## src/rtl/vga_stream_probe.sv

```systemverilog
// vga_stream_probe
// ----------------------------------------------------------------------------
// Purpose: on-chip read-back of an overlay chain's output. The block taps the
// 26-bit RGB pixel stream and samples NBITS pixels along one row, starting at
// (x_pos, y_pos) with a stride of 1<<zoom. The samples are packed into a word,
// first sample in the MSB. At most one word per frame is offered on a
// valid/ready port. The stream itself is forwarded with one cycle of latency.
//
// Optional build macro: VGA_PROBE_MARK_EN
//   defined   : pixels that are sampled leave the block painted red (RGB=3'b001)
//   undefined : strRGB_o is a pure one-cycle copy of strRGB_i
//
// Ports:
//   px_clk     in   pixel clock, all logic on the rising edge
//   rst_n      in   asynchronous active-low reset
//   strRGB_i   in   [0] active, [1] VS, [2] HS, [12:3] YC, [22:13] XC,
//                   [25:23] RGB (bit23 R, bit24 G, bit25 B)
//   zoom       in   stride exponent (stride = 1<<zoom)
//   x_pos      in   X of the first sample
//   y_pos      in   row that is sampled
//   strRGB_o   out  strRGB_i delayed by one px_clk
//   data_o     out  captured word, first sample in the MSB
//   valid_o    out  data_o holds an unconsumed word
//   ready_i    in   consumer accepts data_o
//   overrun_o  out  sticky: a word was replaced before it was consumed
//
// States:
//   WAIT_VS | idle until the next VS rising edge
//   ARMED   | coordinates latched, waiting for the first sample pixel
//   SAMPLE  | collecting samples along the row
//   DONE    | one cycle: hand the completed word to the output register
// ----------------------------------------------------------------------------
module vga_stream_probe #(
  parameter int         NBITS    = 16,
  parameter logic [2:0] RGB_MASK = 3'b111
) (
  input  logic             px_clk,
  input  logic             rst_n,
  input  logic [25:0]      strRGB_i,
  input  logic [2:0]       zoom,
  input  logic [9:0]       x_pos,
  input  logic [9:0]       y_pos,
  output logic [25:0]      strRGB_o,
  output logic [NBITS-1:0] data_o,
  output logic             valid_o,
  input  logic             ready_i,
  output logic             overrun_o
);

  localparam int CW = $clog2(NBITS + 1);
  localparam logic [NBITS-1:0] MSB_ONE = (NBITS)'(1) << (NBITS - 1);

  typedef enum logic [1:0] {
    WAIT_VS = 2'd0,
    ARMED   = 2'd1,
    SAMPLE  = 2'd2,
    DONE    = 2'd3
  } state_t;

  state_t state_q, state_d;

  // stream fields
  logic       px_active;
  logic       px_vs;
  logic [9:0] px_yc;
  logic [9:0] px_xc;
  logic [2:0] px_rgb;

  assign px_active = strRGB_i[0];
  assign px_vs     = strRGB_i[1];
  assign px_yc     = strRGB_i[12:3];
  assign px_xc     = strRGB_i[22:13];
  assign px_rgb    = strRGB_i[25:23];

  // capture datapath
  logic             vs_q;
  logic [9:0]       y_pos_r;
  logic [2:0]       zoom_r;
  logic [10:0]      next_x_q;
  logic [CW-1:0]    cnt_q;
  logic [NBITS-1:0] shift_q;

  logic frame_start;
  logic row_ok;
  logic hit;
  logic last_hit;
  logic sample_bit;
  logic [10:0] stride;

  assign frame_start = px_vs & ~vs_q;
  assign row_ok      = px_active & (px_yc == y_pos_r);
  // next_x_q[10] set means the stride walked off the 10-bit X range; the
  // 11-bit compare then can never match.
  assign hit         = row_ok & ({1'b0, px_xc} == next_x_q);
  assign last_hit    = hit & (cnt_q == CW'(NBITS - 1));
  assign sample_bit  = |(px_rgb & RGB_MASK);
  assign stride      = 11'd1 << zoom_r;

  // FSM control outputs
  logic arm;
  logic take;
  logic load;

  // ---------------- state register ----------------
  always_ff @(posedge px_clk or negedge rst_n) begin
    if (!rst_n) begin
      state_q <= WAIT_VS;
    end else begin
      state_q <= state_d;
    end
  end

  // ---------------- next-state logic ----------------
  // A VS rising edge always restarts the capture with fresh coordinates.
  always_comb begin
    state_d = state_q;
    case (state_q)
      WAIT_VS: begin
        if (frame_start) state_d = ARMED;
      end
      ARMED: begin
        if (frame_start)   state_d = ARMED;
        else if (last_hit) state_d = DONE;
        else if (hit)      state_d = SAMPLE;
      end
      SAMPLE: begin
        if (frame_start)                   state_d = ARMED;
        else if (last_hit)                 state_d = DONE;
        else if (hit)                      state_d = SAMPLE;
        else if (!row_ok || next_x_q[10])  state_d = WAIT_VS;
      end
      DONE: begin
        if (frame_start) state_d = ARMED;
        else             state_d = WAIT_VS;
      end
      default: state_d = WAIT_VS;
    endcase
  end

  // ---------------- output logic ----------------
  always_comb begin
    arm  = frame_start;
    take = 1'b0;
    load = 1'b0;
    case (state_q)
      ARMED, SAMPLE: take = hit & ~frame_start;
      DONE:          load = 1'b1;
      default: ;
    endcase
  end

  // ---------------- capture datapath ----------------
  always_ff @(posedge px_clk or negedge rst_n) begin
    if (!rst_n) begin
      vs_q     <= 1'b0;
      y_pos_r  <= '0;
      zoom_r   <= '0;
      next_x_q <= '0;
      cnt_q    <= '0;
      shift_q  <= '0;
    end else begin
      vs_q <= px_vs;
      if (arm) begin
        y_pos_r  <= y_pos;
        zoom_r   <= zoom;
        next_x_q <= {1'b0, x_pos};
        cnt_q    <= '0;
        shift_q  <= '0;
      end else if (take) begin
        // sample number cnt_q lands in bit NBITS-1-cnt_q
        if (sample_bit) shift_q <= shift_q | (MSB_ONE >> cnt_q);
        cnt_q    <= cnt_q + CW'(1);
        next_x_q <= next_x_q + stride;
      end
    end
  end

  // ---------------- output handshake ----------------
  logic xfer;
  assign xfer = valid_o & ready_i;

  always_ff @(posedge px_clk or negedge rst_n) begin
    if (!rst_n) begin
      data_o    <= '0;
      valid_o   <= 1'b0;
      overrun_o <= 1'b0;
    end else begin
      if (load) begin
        data_o  <= shift_q;
        valid_o <= 1'b1;
      end else if (xfer) begin
        valid_o <= 1'b0;
      end

      // a load that replaces an unconsumed word sets the flag; a transfer
      // that is not itself an overrun clears it
      if (load && valid_o && !ready_i) begin
        overrun_o <= 1'b1;
      end else if (xfer) begin
        overrun_o <= 1'b0;
      end
    end
  end

  // ---------------- stream forwarding ----------------
  always_ff @(posedge px_clk or negedge rst_n) begin
    if (!rst_n) begin
      strRGB_o <= '0;
    end else begin
`ifdef VGA_PROBE_MARK_EN
      if (take) strRGB_o <= {3'b001, strRGB_i[22:0]};
      else      strRGB_o <= strRGB_i;
`else
      strRGB_o <= strRGB_i;
`endif
    end
  end

endmodule

```

## config.mk

```make
export PLATFORM = sky130hd
export DESIGN_NAME = vga_stream_probe
export DESIGN_NICKNAME = d
export VERILOG_FILES = /design/src/rtl/vga_stream_probe.sv
export SDC_FILE = /design/constraint.sdc
export NUM_CORES = 1
export LEC_CHECK = 0
export CAP_MARGIN = 20
export CORE_ASPECT_RATIO = 0.6
export CORE_MARGIN = 2
export CORE_UTILIZATION = 35
export CTS_CLUSTER_DIAMETER = 60
export DETAILED_ROUTE_END_ITERATION = 6
export RECOVER_POWER = 25
export SLEW_MARGIN = 20
export SYNTH_ARGS = -nofsm -noshare
export SYNTH_HDL_FRONTEND = slang
export SYNTH_SLANG_ARGS = --single-unit
```

## constraint.sdc

```tcl
create_clock -name px_clk -period 4.4 [get_ports px_clk]
set_input_delay 0.66 -clock px_clk [delete_from_list [all_inputs] [get_ports px_clk]]
set_output_delay 0.66 -clock px_clk [all_outputs]
set_load 0.01 [all_outputs]
```

==> results.cfg <==
[run_status]
run_status = finished, final reports clean

[placement]
post-place-cells = 636
place_ws_ps = 1190
place_hpwl_mm = 7.11
port_buffers = 95
gpl.final_weighted_congestion = 0.828

[routing]
drc_violations_left = 0
drt-pass1-iter-count = 4
vias_per_cell = 4.87
routed_wl_mm = 9.95
ant_nets = 0
routed-via-count = 3178
post_drt_wl_per_cell_um = 15.3
drt-initial-drc-count = 173

[sta]
tightest_slew_ps = 930
fin_worst_skew_ps = 7.94
worst_slew_margin_rel_pct = 37.7
timing.setup.tns_ps = 0
fmax_mhz = 326
final.hold.worst_slack_ps = 409
final_hold_viol_count = 0
post-route-min-period_ps = 3070
final.period_utilization_pct = 69.7
timing.final.setup_violations = 0
grt_setup_unrepaired = no
final.setup.worst_slack_ps = 1330
maxSlewViolCount = 0

[cells_and_area]
fillCellCount = 1126
layout_common_cells = 91 x dfrtp_1, 68 x clkdlybuf4s50_1, 51 x nand2_1, 33 x nor2_1, 26 x dlygate4sd3_1
layout.cells.most_common = dfrtp_1
design.final.nets = 555
flow.area_growth_from_synthesis_pct = 33.9
num_antenna_cells = 0
post_route_cells_drive_above_1_share_pct = 10.5
post_layout_nonfiller_instances = 652

[critical_path]
criticalPathCategory = in2reg
critical_path.slowest_cell = dlygate4sd3_1
critical_path.endpoint_type = register
timing.critical_path.required_ps = 4620
path_max_fanout = 30
critPathTopFamily = simple AND/OR/NAND/NOR gates
cp_slowest_stage_delay_ps = 570
crit_path_start_kind = input port
timing.critical_path.arrival_ps = 3290
critical_path_buf_inv_count = 2
crit_path_cell_trace = dlygate4sd3_1, xor2_1, or4_1, nor4b_1, nand3_1, buf_4, and3_1, a221o_1

[global_route]
grt_max_degree = 63
grt_pass1_wl_mm = 16.5
first_global_vias = 3122
globalRouteOverflowTotal = 0
antenna_found_initial = 0
grt_usage_pct = 16.3

[cts]
tritoncts_clock_tree = built
clk_path_buf_depth = 2
clock-root-buffer = clkbuf_16
cts.sink_count = 91
cts_max_level = 3
clkTransAtPathRegs_ps = 70
cts_buffers = 9
postCtsSetupRepairBufs = 0
postCtsHoldBufs = 0
insertion_delay_ps = 340
ctsResizeCount = 0

[power_and_ir_drop]
powerDensity_nw_per_um2 = 380
max-vdd-ir-drop_uv = 234
power_leakage_nw = 2.58

[yosys]
synth_flop_cell = dfrtp_1
yosys.cell_types.count = 51
synthesis.area_per_instance_um2 = 10.8
synth-async-reset-ratio_pct = 100
number_of_instances_in_the_synthesized_netlist = 392
yosys.area.top_type_share_pct = 53.6
synth_area_um2 = 4250
postSynthNetCount = 465
number_of_enable_type_register_cells_in_the_synthesized_netlist = 0
ys.warnings.count = 0
post-synth-top-area-cell = dfrtp_1
top_cells_by_area_in_the_synthesized_netlist = dfrtp_1 54%, ha_1 5.9%, nand2_1 4.5%, mux2_2 4.5%, xnor2_1 3.1%
synth.ff_latch_count = 91
sequential_area_share_after_synthesis_pct = 53.6

[die]
floorplan.die.width_um = 146
num_io_pins = 96
core_um2 = 11900
dieArea_um2 = 13100
floorplan.rows = 31
floorplan.initialDensity_pct = 35.5
floorplan.die.height_um = 89.3

[job]
cap_viol_max_count = 0

[min_path]
worst_hold_path_type = in2async
## power breakdown
| part | switching, W | internal [W] |
|---|---|---|
| Clock | 0.000315 | 0.000526 |
| Sequential | 0.0000483 | 0.000889 |
| Combinational | 0.000192 | 0.000189 |
| Total | 0.000555 | 0.00160 |
## Yosys cell counts, types with 3 or more instances
cell type and instances:
o21a_1 15, a211oi_1 3, o21ai_0 11, xor2_1 9, nor3b_1 3, xnor2_1 15, clkbuf_1 15, buf_2 4
inv_1 10, or2_2 3, a21o_1 5, a31oi_1 5, nand3_1 15, o21ba_2 3, mux2_2 17, mux2i_1 5
or3_1 4, nor3_1 6, a21oi_1 8, dfrtp_1 91, nand2_1 51, and3_1 3, nor2_1 33, ha_1 20
nand4_1 5
## cell families (layout without fill, tap and decap cells)
group                    count (synthesis)  after routing  share of synthesized area (%)
AO/OA/AOI/OAI                           61             61                           9.93
XOR/XNOR                                24             24                           4.95
adder cells (fa/ha/maj)                 21             21                           6.36
buffers and inverters                   31            126                           2.95
flip-flops                              91             91                           53.6
multiplexers                            22             22                           5.69
AND/OR/NAND/NOR                        142            142                           16.5
## layout make-up
| type | count | area (µm²) | share of cell area, % |
|---|---|---|---|
| Multi-Input combinational cell | 270 | 1850 | 32.5 |
| Clock inverter | 5 | 75.1 | 1.32 |
| Timing Repair Buffer | 100 | 986 | 17.3 |
| Tap cell | 165 | 206 | 3.63 |
| Inverter | 10 | 37.5 | 0.660 |
| Sequential cell | 91 | 2280 | 40.1 |
| Clock buffer | 11 | 253 | 4.45 |
## worst paths after layout
check / from / end / slack [ps] / depth (start not counted)
max: strRGB_i[12] / next_x_q[6]$_DFFE_PN0P_ / 1330 / 8
min: rst_n / strRGB_o[6]$_DFF_PN0_ / 410 / 1
max reg2reg: zoom_r[1]$_DFFE_PN0P_ / next_x_q[10]$_DFFE_PN0P_ / 1720 / 9
min reg2reg: shift_q[5]$_DFFE_PN0P_ / shift_q[5]$_DFFE_PN0P_ / 490 / 1
max in group asynchronous: rst_n / next_x_q[4]$_DFFE_PN0P_ / 3060 / 2
min in group px_clk: shift_q[5]$_DFFE_PN0P_ / shift_q[5]$_DFFE_PN0P_ / 490 / 1
## worst reg2reg max path, cell delays in order (launching register included)
cell      delay (ps)
dfrtp_1          520
nor3_1           110
ha_1             260
fa_1             440
a211oi_1         330
o21ai_0          200
a21o_1           200
a21oi_1          230
nor4_1           100
a21o_1           190
## layer usage
metal	global-route usage, %	routed length, µm
met5	0	0
met4	4.50	42
met3	5.10	499
met2	23.9	4210
met1	23.4	5200
## flip-flops by register name, summed over array words and instances (netlist names)
register,count
zoom_r,3
state_q,2
overrun_o,1
y_pos_r,10
data_o,16
valid_o,1
shift_q,16
strRGB_o,26
cnt_q,5
next_x_q,11
## through the flow
| step | area [µm²] | utilization (%) | total power (W) |
|---|---|---|---|
| after floorplan | 4250 | - | 0.00118 |
| after global placement | 5350 | 44.8 | 0.00133 |
| after detailed placement | 5350 | 44.8 | 0.00134 |
| after CTS | 5680 | 47.6 | 0.00219 |
| after global routing | 5680 | 47.6 | 0.00228 |
| final | 5680 | 47.6 | 0.00216 |
Power figures use the tool's default switching activity.
